===== src/rtl/traffic_pkg.sv =====
// ============================================================================
// Module   : traffic_pkg
// Purpose  : Shared types, light codes and helpers for traffic_phase_scheduler.
// Revision : 1.0  initial release
// ============================================================================
`default_nettype none

package traffic_pkg;

  typedef enum logic [2:0] {
    ST_IDLE     = 3'd0,
    ST_SELECT   = 3'd1,
    ST_GREEN    = 3'd2,
    ST_YELLOW   = 3'd3,
    ST_ALLRED   = 3'd4,
    ST_EM_GREEN = 3'd5
  } state_e;

  typedef logic [1:0] appr_t;

  localparam logic [2:0]  LT_RED        = 3'b100;
  localparam logic [2:0]  LT_YEL        = 3'b010;
  localparam logic [2:0]  LT_GRN        = 3'b001;
  localparam logic [11:0] LIGHTS_ALLRED = {4{LT_RED}};

  // Approach A occupies the top three bits, D the bottom three.
  function automatic logic [2:0] dens_of(input logic [11:0] dens, input appr_t idx);
    return 3'(dens >> (3 * (3 - int'(idx))));
  endfunction

  function automatic logic [1:0] level(input logic [2:0] d);
    return 2'(d[0]) + 2'(d[1]) + 2'(d[2]);
  endfunction

endpackage

`default_nettype wire


===== src/rtl/traffic_phase_scheduler_select.sv =====
// ============================================================================
// Module   : phase_select
// Purpose  : Combinational winner pick: aged approaches first, else highest
//            density level with ties broken round-robin after the last winner.
// Revision : 1.0  initial release
// ============================================================================
`default_nettype none

module phase_select
  import traffic_pkg::*;
#(
  parameter int MAX_SKIP = 3
) (
  input  logic [11:0] dens_i,
  input  appr_t       last_i,
  input  logic [7:0]  skip_i,
  output appr_t       winner_o,
  output logic        any_req_o
);

  logic [1:0] lvl [4];

  always_comb begin
    for (int i = 0; i < 4; i++) lvl[i] = level(dens_of(dens_i, appr_t'(i)));
  end

  always_comb begin
    appr_t      cand;
    logic [1:0] best;
    cand      = last_i;
    best      = 2'd0;
    winner_o  = last_i;
    // Strict '>' keeps the earliest approach in round-robin order on ties.
    for (int k = 1; k <= 4; k++) begin
      cand = last_i + appr_t'(k);
      if (lvl[cand] > best) begin
        best     = lvl[cand];
        winner_o = cand;
      end
    end
    any_req_o = (best != 2'd0);
    for (int i = 3; i >= 0; i--) begin
      if (MAX_SKIP > 0 && lvl[i] != 2'd0 && int'(skip_i[2*i +: 2]) >= MAX_SKIP)
        winner_o = appr_t'(i);
    end
  end

endmodule

`default_nettype wire


===== src/rtl/traffic_phase_scheduler.sv =====
// ============================================================================
// Module   : traffic_phase_scheduler
// Purpose  : Density-sized green phases with emergency preemption for a
//            4-approach intersection. Optional macro AGE_EN adds starvation aging.
// Revision : 1.0  initial release
// ============================================================================
`default_nettype none

module traffic_phase_scheduler
  import traffic_pkg::*;
#(
  parameter int TICK_W     = 8,
  parameter int MIN_GREEN  = 4,
  parameter int UNIT_GREEN = 4,
  parameter int MAX_GREEN  = 16,
  parameter int YELLOW_T   = 3,
  parameter int ALLRED_T   = 1,
  parameter int MAX_SKIP   = 3
) (
  input  logic        clock_i,
  input  logic        clear_n_i,
  input  logic        tick_i,
  input  logic [11:0] dens_i,
  input  logic [3:0]  em_req_i,
  output logic [11:0] lights_o,
  output appr_t       owner_o,
  output logic        phase_active_o,
  output logic        em_active_o
);

  localparam logic [TICK_W-1:0] MIN_T  = TICK_W'(MIN_GREEN);
  localparam logic [TICK_W-1:0] UNIT_T = TICK_W'(UNIT_GREEN);
  localparam logic [TICK_W-1:0] MAX_T  = TICK_W'(MAX_GREEN);
  localparam logic [TICK_W-1:0] YEL_T  = TICK_W'(YELLOW_T);
  localparam logic [TICK_W-1:0] AR_T   = TICK_W'(ALLRED_T);

  state_e            state_q, state_d;
  appr_t             owner_q, owner_d, last_q, last_d;
  logic [TICK_W-1:0] timer_q, timer_d, el_q, el_d;
  logic              em_active_q, em_active_d;

  appr_t             winner, em_idx;
  logic              any_req, em_any, timer_zero;
  logic [1:0]        lvl_own, lvl_win;
  logic [TICK_W-1:0] green_raw, green_load;
  logic [7:0]        skip;
  logic [2:0]        light_code;

  phase_select #(.MAX_SKIP(MAX_SKIP)) u_select (
    .dens_i    (dens_i),
    .last_i    (last_q),
    .skip_i    (skip),
    .winner_o  (winner),
    .any_req_o (any_req)
  );

  assign em_any     = |em_req_i;
  assign timer_zero = (timer_q == '0);
  assign lvl_own    = level(dens_of(dens_i, owner_q));
  assign lvl_win    = level(dens_of(dens_i, winner));
  assign green_raw  = MIN_T + UNIT_T * TICK_W'(lvl_win);
  assign green_load = (green_raw > MAX_T) ? MAX_T : green_raw;

  always_comb begin
    em_idx = '0;
    for (int i = 3; i >= 0; i--) if (em_req_i[i]) em_idx = appr_t'(i);
  end

  always_ff @(posedge clock_i or negedge clear_n_i) begin
    if (!clear_n_i) begin
      state_q     <= ST_IDLE;
      owner_q     <= '0;
      last_q      <= 2'd3;
      timer_q     <= '0;
      el_q        <= '0;
      em_active_q <= 1'b0;
    end else begin
      state_q     <= state_d;
      owner_q     <= owner_d;
      last_q      <= last_d;
      timer_q     <= timer_d;
      el_q        <= el_d;
      em_active_q <= em_active_d;
    end
  end

  always_comb begin
    state_d     = state_q;
    owner_d     = owner_q;
    last_d      = last_q;
    em_active_d = em_active_q;
    case (state_q)
      ST_IDLE: begin
        if (em_any) begin
          state_d     = ST_EM_GREEN;
          owner_d     = em_idx;
          em_active_d = 1'b1;
        end else if (any_req) begin
          state_d = ST_SELECT;
        end
      end
      ST_SELECT: begin
        state_d = ST_GREEN;
        owner_d = winner;
        last_d  = winner;
      end
      ST_GREEN: begin
        // An emergency for the owner keeps its green; any other cuts the phase short.
        if (em_any) begin
          em_active_d = 1'b1;
          state_d     = (em_idx == owner_q) ? ST_EM_GREEN : ST_YELLOW;
        end else if (timer_zero || (el_q >= MIN_T && lvl_own == 2'd0)) begin
          state_d = ST_YELLOW;
        end
      end
      ST_YELLOW: if (timer_zero) state_d = ST_ALLRED;
      ST_ALLRED: begin
        if (timer_zero) begin
          em_active_d = em_any;
          if (em_any) begin
            state_d = ST_EM_GREEN;
            owner_d = em_idx;
          end else if (any_req) begin
            state_d = ST_SELECT;
          end else begin
            state_d = ST_IDLE;
          end
        end
      end
      ST_EM_GREEN: if (!em_req_i[owner_q]) state_d = ST_YELLOW;
      default:     state_d = ST_IDLE;
    endcase
  end

  // el counts ticks since green entry, saturating once gap-out is permitted.
  always_comb begin
    timer_d = timer_q;
    el_d    = el_q;
    if (state_d != state_q) begin
      el_d = '0;
      case (state_d)
        ST_GREEN:  timer_d = green_load;
        ST_YELLOW: timer_d = YEL_T;
        ST_ALLRED: timer_d = AR_T;
        default:   timer_d = '0;
      endcase
    end else if (tick_i) begin
      if (!timer_zero) timer_d = timer_q - 1'b1;
      if (el_q < MIN_T) el_d = el_q + 1'b1;
    end
  end

`ifdef AGE_EN
  logic [7:0] skip_q, skip_d;

  always_comb begin
    skip_d = skip_q;
    for (int i = 0; i < 4; i++) begin
      if (level(dens_of(dens_i, appr_t'(i))) == 2'd0) begin
        skip_d[2*i +: 2] = 2'd0;
      end else if (state_q == ST_SELECT) begin
        if (appr_t'(i) == winner) skip_d[2*i +: 2] = 2'd0;
        else if (skip_q[2*i +: 2] != 2'd3) skip_d[2*i +: 2] = skip_q[2*i +: 2] + 2'd1;
      end
    end
  end

  always_ff @(posedge clock_i or negedge clear_n_i) begin
    if (!clear_n_i) skip_q <= '0;
    else            skip_q <= skip_d;
  end

  assign skip = skip_q;
`else
  assign skip = '0;
`endif

  always_comb begin
    lights_o       = LIGHTS_ALLRED;
    phase_active_o = 1'b0;
    light_code     = LT_RED;
    case (state_q)
      ST_GREEN, ST_EM_GREEN: begin
        light_code     = LT_GRN;
        phase_active_o = 1'b1;
      end
      ST_YELLOW: begin
        light_code     = LT_YEL;
        phase_active_o = 1'b1;
      end
      default: light_code = LT_RED;
    endcase
    for (int i = 0; i < 4; i++) begin
      if (appr_t'(i) == owner_q) lights_o[3*(3-i) +: 3] = light_code;
    end
  end

  assign owner_o     = owner_q;
  assign em_active_o = em_active_q;

endmodule

`default_nettype wire


===== config.mk =====
export PLATFORM = sky130hd
export DESIGN_NAME = traffic_phase_scheduler
export DESIGN_NICKNAME = d
export VERILOG_FILES = /design/src/rtl/traffic_pkg.sv /design/src/rtl/traffic_phase_scheduler_select.sv /design/src/rtl/traffic_phase_scheduler.sv
export SDC_FILE = /design/constraint.sdc
export NUM_CORES = 1
export LEC_CHECK = 0
export BUFFER_PORTS_ARGS = -buffer_cell sky130_fd_sc_hd__buf_2
export CORE_MARGIN = 2
export CORE_UTILIZATION = 60
export DETAILED_ROUTE_END_ITERATION = 10
export PLACE_DENSITY = 0.82
export SLEW_MARGIN = 0
export SYNTH_ARGS = -nofsm -noshare
export SYNTH_HDL_FRONTEND = slang
export SYNTH_SLANG_ARGS = --single-unit

===== constraint.sdc =====
create_clock -name clock_i -period 9 [get_ports clock_i]
set_input_delay 1.8 -clock clock_i [delete_from_list [all_inputs] [get_ports clock_i]]
set_output_delay 1.8 -clock clock_i [all_outputs]
set_load 0.05 [all_outputs]

==> flow_summary.json <==
{
  "status": "completed",
  "numCtsBuffers": 3,
  "critPathKind": "in -> reg",
  "routedWlPerCell_um": 15.1,
  "final_nets": 402,
  "max_stage_delay_ns": 0.51,
  "yosysUniqueCellTypes": 64,
  "syn_avg_cell_area_um2": 8.74,
  "fmax_mhz": 125,
  "synth_nets": 374,
  "cts_sinks": 24,
  "min_period_ns": 8.03,
  "drt_iter0_markers": 211,
  "num_rows": 25,
  "cts.clk_slew.worst_paths_ns": 0.09,
  "synth-adder-area-share_pct": 13.4,
  "synth_top_family_by_area": "simple AND/OR/NAND/NOR gates",
  "cp-end-kind": "register",
  "grt_overflow_total": 0,
  "cap_viol_max_count": 0,
  "synth_top_cell_by_area": "dfrtp_1",
  "synthArstFlopShare_pct": 100,
  "totalWireLength_mm": 6.19,
  "yosys_warnings": 0,
  "synth-simple-area-share_pct": 21.5,
  "cts_htree_levels": 1,
  "setup_tns_ns": 0,
  "grt_max_degree": 25,
  "grt_pass1_wl_mm": 10.7,
  "start_util_pct": 61.5,
  "skew_ns": 0.00346,
  "cts_hold_buf": 0,
  "post-synth-top-count-cell": "nor2_1",
  "portBuffers": 34,
  "cts_tree": "done",
  "ys_seq_area_share_pct": 21.0,
  "min_path_type": "reg -> reg",
  "syn_area_um2": 2870,
  "drc": 0,
  "die_area_um2": 5350,
  "vias": 2509,
  "synth_top_area_share_pct": 19.2,
  "antenna_found_initial": 0,
  "yosys_register_bits": 24,
  "synth_compound_gate_area_share_pct": 17.1,
  "synth_edf_count": 0,
  "dieHeight_um": 73.1,
  "rsz0062_at_grt": "no",
  "synth_flop_cell": "dfrtp_1",
  "path_common_cell": "ha_1",
  "place.gp.congestion": 0.837,
  "insertedDiodeCount": 0,
  "num_io_pins": 35,
  "cp.required_ns": 9.15,
  "synthXorXnorAreaFrac_pct": 2.71,
  "r2r_cells": 27,
  "cts_resized": 0,
  "cp_slowest_cell": "ha_1",
  "yosys-top-cells-area": "dfrtp_1, mux4_2, ha_1",
  "hold_viol_final": 0,
  "finalSetupViolCount": 0,
  "grt_pass1_vias": 2389,
  "syn-instance-count": 328,
  "maxSlewViolCount": 0,
  "area_delta_synth_final_pct": 8.77,
  "viasPerCell": 6.13,
  "ant_nets": 0,
  "core_um2": 4660,
  "path_max_fanout": 11,
  "post-cts-setup-buffers": 0,
  "drive_gt1_share_pct": 20.8,
  "synth_mux_area_share_pct": 17.7,
  "clockBufferDepth": 2,
  "first_pass_iters": 4,
  "whs_path_depth": 1,
  "worst_pin_slew_ns": 0.784,
  "synth_top_cells_by_count": "nor2_1, inv_1, nand2_1",
  "die_w_um": 73.1,
  "period_share_pct": 89.2,
  "root_buffer": "clkbuf_8",
  "clk_latency_ns": 0.26,
  "arrival_ns": 8.18,
  "slew_headroom_pct": 47.4,
  "cp-start-kind": "input pin",
  "grt.total_usage_pct": 24.8,
  "hpwl_mm": 4.85
}
kinds of logic after synthesis:
logic type               after synthesis
buffers and inverters                 45
XOR/XNOR                               8
flip-flops                            24
adder cells (fa/ha/maj)               27
AO/OA/AOI/OAI                         68
AND/OR/NAND/NOR                      125
multiplexers                          31
cells in the final DEF, fill, tap and decap left out, types with 3 or more instances in the layout:
| master | synthesis | routed |
|---|---|---|
| nor2b_1 | 4 | 4 |
| mux2_2 | 5 | 5 |
| a22oi_1 | 3 | 3 |
| clkbuf_8 | 0 | 3 |
| and2_1 | 12 | 12 |
| nand3_1 | 11 | 11 |
| buf_2 | 1 | 34 |
| dfrtp_1 | 22 | 22 |
| o21ai_1 | 4 | 4 |
| o21ai_0 | 6 | 6 |
| a21oi_1 | 14 | 14 |
| nor3_1 | 10 | 10 |
| nand2b_1 | 6 | 6 |
| inv_1 | 32 | 32 |
| or2_2 | 3 | 3 |
| and3_1 | 6 | 6 |
| a211oi_1 | 3 | 3 |
| xor2_1 | 3 | 3 |
| o21a_1 | 3 | 3 |
| mux2i_1 | 11 | 11 |
| a21o_1 | 4 | 4 |
| fa_1 | 6 | 6 |
| xnor2_1 | 4 | 4 |
| mux4_2 | 14 | 14 |
| or3_1 | 3 | 3 |
| nor2_1 | 36 | 36 |
| ha_1 | 21 | 21 |
| nand2_1 | 26 | 26 |
| a31oi_1 | 6 | 6 |
worst max-delay path, delay by kind of cell:
| kind | cells | cell delay [ns] |
|---|---|---|
| simple gates | 6 | 1.12 |
| xor+xnor | 1 | 0.15 |
| buf+inv | 6 | 0.59 |
| fa+ha+maj | 7 | 2.47 |
| compound gates | 8 | 1.40 |
| mux | 2 | 0.65 |
area by class of cell:
class	instances	area (um2)
multi-input combinational	259	2070
fill	377	1540
sequential	24	603
timing repair buffer	35	178
inverter	33	124
tap	54	67.6
clock buffer	3	41.3
clock inverter	1	30.0
worst paths after layout:
path | from | to | slack (ns)
worst min-delay path | el_q[6]$_DFFE_PN0P_ | el_q[6]$_DFFE_PN0P_ | 0.49
max in group asynchronous | clear_n_i | last_q[1]$_DFFE_PN1P_ | 7.13
worst max-delay path | dens_i[6] | timer_q[3]$_DFFE_PN0P_ | 0.97
worst max register to register | last_q[0]$_DFFE_PN1P_ | timer_q[3]$_DFFE_PN0P_ | 2.32
min in group asynchronous | clear_n_i | em_active_o$_DFFE_PN0P_ | 1.50
worst min register to register | el_q[6]$_DFFE_PN0P_ | el_q[6]$_DFFE_PN0P_ | 0.49
stage by stage:
step                cells  util, %  setup WS (ns)  hold slack, ns  instance area [um2]
floorplan             328        -          0.850           0.454                 2870
global placement      405     65.4          0.910           0.470                 3050
detailed placement    405     65.4          0.731           0.472                 3050
CTS                   409     66.9          0.994           0.497                 3120
global route          409     66.9          0.517           0.507                 3120
finish                409     66.9          0.969           0.492                 3120
state kept, by name (all words and copies together), names as in the netlist:
register	cells
el_q	8
timer_q	8
state_q	3
last_q	2
owner_o	2
em_active_o	1
metal layers:
layer | track usage [%] | share of wire (%) | vias to the layer above
met3 | 2.62 | 3.5 | 14
li1 | - | - | 1226
met2 | 40.3 | 48 | 57
met1 | 34.3 | 46 | 1212
met5 | 0 | 0 | -
met4 | 9.05 | 1.8 | 0
Power is left out: the tool's default activity adds up to more than one toggle a clock period on the data nets, which glitch-free logic cannot reach.
